## config.mk

```make
export PLATFORM = sky130hd
export DESIGN_NAME = toy_sequencer
export DESIGN_NICKNAME = d
export VERILOG_FILES = /design/src/rtl/toy_seq_pkg.sv /design/src/rtl/toy_seq_watchdog.sv /design/src/rtl/toy_sequencer.sv
export SDC_FILE = /design/constraint.sdc
export NUM_CORES = 1
export LEC_CHECK = 0
export CORE_ASPECT_RATIO = 0.8
export CORE_UTILIZATION = 35
export CTS_BUF_LIST = sky130_fd_sc_hd__clkbuf_8
export CTS_CLUSTER_SIZE = 40
export DETAILED_ROUTE_END_ITERATION = 6
export HOLD_SLACK_MARGIN = 0.1
export PLACE_DENSITY = 0.76
export RECOVER_POWER = 25
export SYNTH_ARGS = -nofsm -noshare
export SYNTH_HDL_FRONTEND = slang
export SYNTH_SLANG_ARGS = --single-unit
export TNS_END_PERCENT = 20
```

## constraint.sdc

```tcl
create_clock -name CLK -period 2.21 [get_ports CLK]
set_input_delay 0.3315 -clock CLK [delete_from_list [all_inputs] [get_ports CLK]]
set_output_delay 0.3315 -clock CLK [all_outputs]
set_load 0.02 [all_outputs]
```

## src/rtl/toy_seq_pkg.sv

```systemverilog
// Shared state encodings, opcode values and error codes for the ToyProcessor sequencer.
package toy_seq_pkg;

  typedef enum logic [2:0] {
    ST_IDLE      = 3'd0,
    ST_FETCH     = 3'd1,
    ST_DECODE    = 3'd2,
    ST_EXECUTE   = 3'd3,
    ST_WRITEBACK = 3'd4,
    ST_HALT      = 3'd5
  } state_t;

  localparam logic [3:0] OP_NOP  = 4'h0;
  localparam logic [3:0] OP_JMP  = 4'hE;
  localparam logic [3:0] OP_HALT = 4'hF;

  localparam logic [1:0] ERR_NONE = 2'b00;
  localparam logic [1:0] ERR_OVF  = 2'b01;
  localparam logic [1:0] ERR_TMO  = 2'b10;

endpackage

```

## src/rtl/toy_seq_watchdog.sv

```systemverilog
// Fetch watchdog: counts consecutive enabled cycles; expired is high on the LIMIT-th one.
// Combinational expired, one-cycle-registered count; clear has priority over counting.
module toy_seq_watchdog #(
  parameter int LIMIT = 15
) (
  input  logic clk,
  input  logic rst,
  input  logic clear,
  input  logic enable,
  output logic expired
);

  localparam int CW = $clog2(LIMIT + 1);

  logic [CW-1:0] cnt;

  // cnt holds the number of already-elapsed cycles, so the current one is cnt+1
  assign expired = enable && (cnt == CW'(LIMIT - 1));

  always_ff @(posedge clk or posedge rst) begin
    if (rst) begin
      cnt <= '0;
    end else if (clear) begin
      cnt <= '0;
    end else if (enable && !expired) begin
      cnt <= cnt + CW'(1);
    end
  end

endmodule

```

## src/rtl/toy_sequencer.sv

```systemverilog
// Multi-cycle fetch/decode/execute/writeback sequencer owning the PC and fetch handshake.
// Optional fetch timeout is built only when SEQ_TIMEOUT_EN is defined.
module toy_sequencer
  import toy_seq_pkg::*;
#(
  parameter int PC_WIDTH    = 8,
  parameter int OP_WIDTH    = 4,
  parameter int MEM_TIMEOUT = 15
) (
  input  logic                CLK,
  input  logic                RESET,
  input  logic                CLR,
  input  logic                START,
  input  logic                MEM_ACK,
  input  logic [OP_WIDTH-1:0] OPCODE,
  input  logic [PC_WIDTH-1:0] TARGET,
  input  logic                OVERFLOW,
  output logic                MEM_REQ,
  output logic                IR_LOAD,
  output logic                ALU_EN,
  output logic                REG_WE,
  output logic [PC_WIDTH-1:0] PC,
  output logic [2:0]          STATE,
  output logic                HALTED,
  output logic [1:0]          ERR
);

  state_t state;
  logic   tmo;

`ifdef SEQ_TIMEOUT_EN
  toy_seq_watchdog #(
    .LIMIT (MEM_TIMEOUT)
  ) u_watchdog (
    .clk     (CLK),
    .rst     (RESET),
    .clear   (CLR || (state != ST_FETCH)),
    .enable  (state == ST_FETCH),
    .expired (tmo)
  );
`else
  assign tmo = 1'b0;
`endif

  always_ff @(posedge CLK or posedge RESET) begin
    if (RESET) begin
      state <= ST_IDLE;
      PC    <= '0;
      ERR   <= ERR_NONE;
    end else if (CLR) begin
      state <= ST_IDLE;
      PC    <= '0;
      ERR   <= ERR_NONE;
    end else begin
      case (state)
        ST_IDLE: begin
          if (START) state <= ST_FETCH;
        end
        ST_FETCH: begin
          // an ack on the limit cycle beats the timeout
          if (MEM_ACK) begin
            PC    <= PC + PC_WIDTH'(1);
            state <= ST_DECODE;
          end else if (tmo) begin
            ERR   <= ERR_TMO;
            state <= ST_HALT;
          end
        end
        ST_DECODE: begin
          if (OPCODE == OP_WIDTH'(OP_NOP)) begin
            state <= ST_FETCH;
          end else if (OPCODE == OP_WIDTH'(OP_HALT)) begin
            state <= ST_HALT;
          end else if (OPCODE == OP_WIDTH'(OP_JMP)) begin
            PC    <= TARGET;
            state <= ST_FETCH;
          end else begin
            state <= ST_EXECUTE;
          end
        end
        ST_EXECUTE: begin
          state <= ST_WRITEBACK;
        end
        ST_WRITEBACK: begin
          if (OVERFLOW) begin
            ERR   <= ERR_OVF;
            state <= ST_HALT;
          end else begin
            state <= ST_FETCH;
          end
        end
        ST_HALT: begin
          state <= ST_HALT;
        end
        default: begin
          state <= ST_IDLE;
        end
      endcase
    end
  end

  assign MEM_REQ = (state == ST_FETCH);
  assign ALU_EN  = (state == ST_EXECUTE);
  assign HALTED  = (state == ST_HALT);
  assign STATE   = state;
  assign IR_LOAD = (state == ST_FETCH) && MEM_ACK;
  assign REG_WE  = (state == ST_WRITEBACK) && !OVERFLOW;

endmodule

```

==> flow_summary.ini <==
[outcome]
outcome = finished, violations left
violated_checks = DRC

[timing]
fin_worst_skew_ps = 1.80
maxClockFrequency_mhz = 488
total_of_endpoints_with_negative_setup_slack_in_the_final_report = 0
timing.setup.tns_ps = 0
finalCriticalPeriod_ps = 2050
timing_max_transition_violations_final = 0
max-slew-margin-rel_pct = 59.0
unrepaired_setup_endpoints_after_global_routing = no
worstMarginPinSlew_ps = 614
timing.final.hold_violations = 0
timing.final.crit_share_pct = 92.7

[cts]
cts_htree_levels = 1
clkSlewWorstSetupHoldPaths_ps = 50
clk-insertion-delay-late_ps = 240
post_cts_resized = 0
postcts_setup_bufs = 0
cts_tree = yes
clock_tree_root_buffer_cell = sky130_fd_sc_hd__clkbuf_8
cts_hold_buf = 0
cts_sinks = 12
tritoncts.num_buffers = 3
ctsLongestPathBuffers = 2

[setup_path]
timing.critical_path.fanout_max = 6
path_delay_family = buffers and inverters
critical_path.reg2reg.startpoint = STATE[0]
timing.critical_path.slowest_cell_delay_ps = 630
worst-endpoint-required_ps = 1880
worstSetupPathType = flip-flop to primary output
critical_path.startpoint_type = flip-flop
arrival_ps = 1720
worst_setup_path_startpoint = STATE[1]
buffering_stage_count_on_the_worst_path_with_inverters_included = 1
crit_path_end_kind = primary output
worst_path_max_delay_cell = sky130_fd_sc_hd__clkdlybuf4s50_1
r2r_setup_slack_ps = 210
crit_chain = and2b_1 > nor3b_1 > clkdlybuf4s50_1

[floorplanning]
die_footprint_um2 = 2670
initial_utilization_pct = 38.7
floorplan.die.width_um = 57.5
placementRows = 15
boundaryPins = 36
core_region_area_um2 = 2230
die_y_um = 46.4

[synthesis]
post_synth_inst_count = 102
syn_avg_cell_area_um2 = 8.46
ys_warnings = 0
synth_area_leaders = sky130_fd_sc_hd__dfrtp_1, sky130_fd_sc_hd__o21ai_0, sky130_fd_sc_hd__a21oi_1, sky130_fd_sc_hd__and2_1, sky130_fd_sc_hd__buf_6
ys_types = 35
yosys.area.top_type = sky130_fd_sc_hd__dfrtp_1
synth_seq_area_share_pct = 34.8
syn_nets = 121
cell_area_synth_um2 = 863
synth_largest_type_area_fraction_pct = 34.8
post_synthesis_sequential_element_count = 12

[drt]
wl_per_cell_um = 14.0
vias = 898
firstDrtPassIters = 6
antenna_violating_nets_post_route = 0
routed_wl_um = 2280
post_drt_via_cell_ratio = 5.54
drcViolationCount = 3
dr.first_iter.drc_count = 48

[place]
weighted_congestion_at_the_end_of_routability_driven_global_placement = 0.864
post_dp_cell_area_um2 = 1220
port_buffers = 34
detailedPlacementHpwl_um = 1650

[power]
total_leakage_power_uw = 0.000488
powerDensity_nw_per_um2 = 469
vdd_drop_max_mv = 0.286

[min_path]
holdCritPathClass = flip-flop to flip-flop
min_from = ERR[0]

[finish]
n_diodes = 0
fin_area_um2 = 1260
syn2layout_area_growth_pct = 46.1
layout_cell_share_with_drive_strength_beyond_1_pct = 10.2
n_fill_cell = 213
design.final.nets = 158

[grt]
grtUsageTotal_pct = 17.2
global_route_wire_length_before_repair_um = 3350
first_global_vias = 768
grt_antenna_before_repair = 0
gr-total-overflow = 0
grt_max_degree = 15

[flow_run]
maxCapViolations = 0
-- worst register-to-register path: cells and delay by family (launching register included) --
family | cells | cell delay, ps
AOI/OAI and AO/OA | 3 | 910
DFF | 1 | 430
and+or+nand+nor | 1 | 580
-- layout by cell type (no fill, tap or decap), types with 2 or more instances in the layout --
master                            count
sky130_fd_sc_hd__buf_4                5
sky130_fd_sc_hd__a21oi_1              9
sky130_fd_sc_hd__clkbuf_8             3
sky130_fd_sc_hd__nand4_1              2
sky130_fd_sc_hd__inv_1                7
sky130_fd_sc_hd__nor4_1               3
sky130_fd_sc_hd__nor3_1               4
sky130_fd_sc_hd__clkdlybuf4s50_1     33
sky130_fd_sc_hd__nor3b_1              3
sky130_fd_sc_hd__dfrtp_1             12
sky130_fd_sc_hd__nand3_1              3
sky130_fd_sc_hd__nand2_1              7
sky130_fd_sc_hd__o21ai_0             13
sky130_fd_sc_hd__and2_1               7
sky130_fd_sc_hd__nor2_1               5
-- cell usage after synthesis (all sizes together) --
library cell	n
inv	7
nand2	7
dfrtp	12
conb	1
a311oi	1
clkbuf	3
nor3	4
nor2b	1
a211oi	2
a31oi	1
and2b	1
a21oi	9
a211o	1
nand3b	1
nand3	3
o32ai	2
o21ai	13
a21bo	1
ha	1
o31ai	1
nor2	6
or4	1
nor3b	3
nand4	2
o32a	1
and2	7
o22a	1
nor4	3
buf	4
and3	1
or3b	1
-- power by group --
part           internal, uW  leakage, uW  total, uW  switching (uW)
Sequential              227     0.000166        237            9.85
Combinational          77.1     0.000301        155            78.3
Clock                   120    0.0000216        199            78.7
Total                   424     0.000488        591             167
-- flip-flops by register name (all words and copies together), names as in the netlist --
register and cells:
ERR 1, PC 8, STATE 3
-- worst paths after layout --
kind	end	cells past startpoint
max	REG_WE	3
min	ERR[0]	2
max reg2reg	PC[4]	4
min reg2reg	ERR[0]	2
max in group asynchronous	STATE[0]	2
min in group asynchronous	PC[5]	2
-- logic make-up (layout without fill, tap and decap cells) --
logic type,after synthesis,after routing,share of synthesized area [%]
DFF,12,12,34.8
adders and majority gates,1,1,1.45
and+or+nand+nor,41,41,26.4
AOI/OAI and AO/OA,33,33,27.8
other,1,1,0.434
buffers and inverters,14,49,9.13
-- per-stage QoR --
step                hold WS (ps)  std cells  util (%)  setup slack (ps)  total power, uW
finish                       495        162      56.5               161              591
global route                 535        162      56.5              68.8              615
CTS                          421        162      56.5               138              593
detailed placement           497        159      54.6               236              395
global placement             492        159      54.6               262              393
floorplan                    196        102         -               361              327
-- cell type report --
| cell class | count | area [um2] | area share [%] |
|---|---|---|---|
| repair buffers | 39 | 378 | 30.0 |
| inverters | 7 | 26.3 | 2.08 |
| flip-flops and latches | 12 | 300 | 23.8 |
| multi-input cells | 76 | 484 | 38.4 |
| well taps | 25 | 31.3 | 2.48 |
| clock buffers | 3 | 41.3 | 3.27 |
-- routing by layer --
layer | up-vias | global-route usage, % | part of all wire [%] | wire length (um)
met5 | - | 0 | 0 | 0
met4 | 0 | 3.90 | 0.18 | 4
met3 | 2 | 6.46 | 6.9 | 158
met2 | 30 | 26.5 | 46 | 1040
met1 | 430 | 22.9 | 47 | 1070
li1 | 436 | - | - | -
(Power assumes the default switching activity.)
==> RTL edit (same settings) <==
Register the output `ERR` once more, with the module's reset; this adds one clock of latency there. The other outputs are not delayed to match.
--- a/src/rtl/toy_sequencer.sv
+++ b/src/rtl/toy_sequencer.sv
@@ -27,2 +27,4 @@
 
+  logic [1:0] ERR_s0;
+
   state_t state;
@@ -48,3 +50,3 @@
       PC    <= '0;
-      ERR   <= ERR_NONE;
+      ERR_s0 <= ERR_NONE;
     end else if (CLR) begin
@@ -52,3 +54,3 @@
       PC    <= '0;
-      ERR   <= ERR_NONE;
+      ERR_s0 <= ERR_NONE;
     end else begin
@@ -64,3 +66,3 @@
           end else if (tmo) begin
-            ERR   <= ERR_TMO;
+            ERR_s0 <= ERR_TMO;
             state <= ST_HALT;
@@ -85,3 +87,3 @@
           if (OVERFLOW) begin
-            ERR   <= ERR_OVF;
+            ERR_s0 <= ERR_OVF;
             state <= ST_HALT;
@@ -108,2 +110,10 @@
 
+  always_ff @(posedge CLK or posedge RESET) begin
+    if (RESET) begin
+      ERR <= '0;
+    end else begin
+      ERR <= ERR_s0;
+    end
+  end
+
 endmodule
Behaviour: not the same (Yosys sat finds a counterexample within 10 cycles, from zero or initial values and one cycle with RESET high).
==> RTL edit against the unedited design <==
- the run still ends with design-rule violations left
- wire length decreased by 11%
- utilization increased by 0.25 points
- total power increased by 7.1%
- register-to-register slack improved by 0.06 ns
- worst setup slack got worse by 0.035 ns
- worst hold slack got worse by 0.10 ns
- sequential power increased by 12%
- first-iteration DRC count decreased by 48%
- design area decreased by 0.40%
- sequential cell count increased by 1
- sequential share of layout area increased by 2.1 points
- synthesized area decreased by 2.0%
- combinational power about the same
- critical path type unchanged
- largest power group unchanged
==> RTL edit: results (changes against the unedited design) <==
Status - finished, violations left
Violated checks - design-rule violations
Initial antenna violation count - 0 (unchanged)
Vias in the first global route - 726 (-5.5%)
HP Class - flop to flop
Pre-CTS WS - 0.1945 ns (-0.04188 ns)
CP max FO - 13 (+7)
Worst Path Arrival - 1.75 ns (+0.03 ns)
Maximum VDD drop - 0.0002174 V (-24%)
DR vias/cell - 5.323 (-4.0%)
Slowest-stage cell, CP - clkdlybuf4s50_1
DRT iter0 DRCs - 25 (-48%)
Number of I/O port buffers - 34 (unchanged)
Clock slew at reported path FFs - 0.06 ns
FF-to-FF setup slack - 0.27 ns (+0.06 ns)
RD Place Congestion - 0.8023 (-7.1%)
Final hold slack - 0.3922 ns (-0.1026 ns)
Largest net degree at the start of global routing - 21 (+6)
First drt pass iteration count - 7 (+1)
YS warnings - 0 (unchanged)
# DRC - 4 (+1)
R2R cell count - 4 (unchanged)
Lkg Pwr - 0.5086 nW (+4.3%)
First-pass GRT wire length - 3277 um (-2.3%)
Biggest register - PC
Post-route insts no fill - 158 (-2.5%)
Nets - 153 (-3.2%)
Fraction of registers with async set/reset - 1.000 (unchanged)
Avg Inst Size Synth - 8.544 um2 (+0.94%)
Hold path start - ERR_s0[0]
Diodes inserted - 0 (unchanged)
Area after DPL - 1211 um2 (-0.72%)
CTS Buf Count - 3 (unchanged)
Synth cell count leaders - 15 x nor2_1, 13 x dfrtp_1, 9 x o21ai_1
RR Endpoint - PC[6]
Layout Skew - 0.002640 ns (+0.0008348 ns)
Max FFs per register - 8 (unchanged)
Worst r2r src - STATE[1]
Top cells by area, synth - dfrtp_1 38%, nor2_1 6.7%, o21ai_1 5.3%
CTS max path bufs - 2 (unchanged)
Max incr delay on CP - 0.60 ns (-0.03 ns)
Yosys cell types - 31 (-11%)
Final WL - 2024 um (-11%)
Clk_lat worst skew - 0.25 ns
Syn_nets - 118 (-2.5%)
Worst Hold End - ERR[0]
Root Buffer - clkbuf_8
Register area share after synthesis - 0.3846 (+0.03679)
CTS-repair resized insts - 0 (unchanged)
All-Layer GR Usage - 0.1657 (-0.005873)
Post-CTS Setup Bufs - 0 (unchanged)
Layout cell share with drive strength beyond 1 - 0.06767 (-0.03452)
Hold depth - 0 (-2)
Hpwl dp - 1530 um (-7.1%)
[RTL edit: cell types whose count changed after synthesis, moves of 4 or more]
cell     before  now
a21oi_1       9    5
nand2_1       7    3
nor2_1        5   15
o21ai_0      13    0
o21ai_1       0    9
[RTL edit: layout make-up]
class                           instances  area [um2]
Fill cell                             193       958.4
Multi-Input combinational cell         74       473.0
Timing Repair Buffer                   37       362.8
Sequential cell                        13       325.3
Clock buffer                            3       41.29
Tap cell                               25       31.28
Inverter                                5       18.77
Clock inverter                          1       3.754
[RTL edit: power by group]
part           internal (mW)  switching, mW
sequential             0.247         0.0182
combinational         0.0824         0.0728
clock                  0.123         0.0904
[RTL edit: cell families (layout without fill, tap and decap cells)]
logic type | count (synthesis) | count (layout) | synth area share
AND/OR/NAND/NOR | 42 | 42 | 0.2663
AO/OA/AOI/OAI | 28 | 28 | 0.2456
flip-flops | 13 | 13 | 0.3846
buffers and inverters | 12 | 46 | 0.06213
adder cells (fa/ha/maj) | 1 | 1 | 0.01479
other | 1 | 1 | 0.004434
XOR/XNOR | 1 | 1 | 0.01036
multiplexers | 1 | 1 | 0.01183
[RTL edit: how the worst max path moves through the flow]
stage | from | endpoint | slack, ns | depth (start not counted)
after floorplan | STATE[2] | PC[5] | 0.51 | 4
after global placement | MEM_ACK | IR_LOAD | 0.26 | 4
after detailed placement | OPCODE[2] | PC[6] | 0.19 | 5
after CTS | STATE[1] | ALU_EN | 0.1 | 3
after global routing | STATE[1] | ALU_EN | 0.05 | 3
final | STATE[1] | ALU_EN | 0.13 | 3
[RTL edit: routing by layer]
| layer | share of wire | vias up | track usage |
|---|---|---|---|
| li1 | - | 420 | - |
| met1 | 0.47 | 391 | 0.2265 |
| met2 | 0.47 | 27 | 0.2612 |
| met3 | 0.053 | 3 | 0.04545 |
| met4 | 0.0049 | 0 | 0.04390 |
| met5 | 0 | - | 0 |
[RTL edit: critical path: cells and delay by family (launching register included)]
family / cells / cell delay (ns)
buf+inv: 1 / 0.60
flops: 1 / 0.55
simple gates: 2 / 0.35
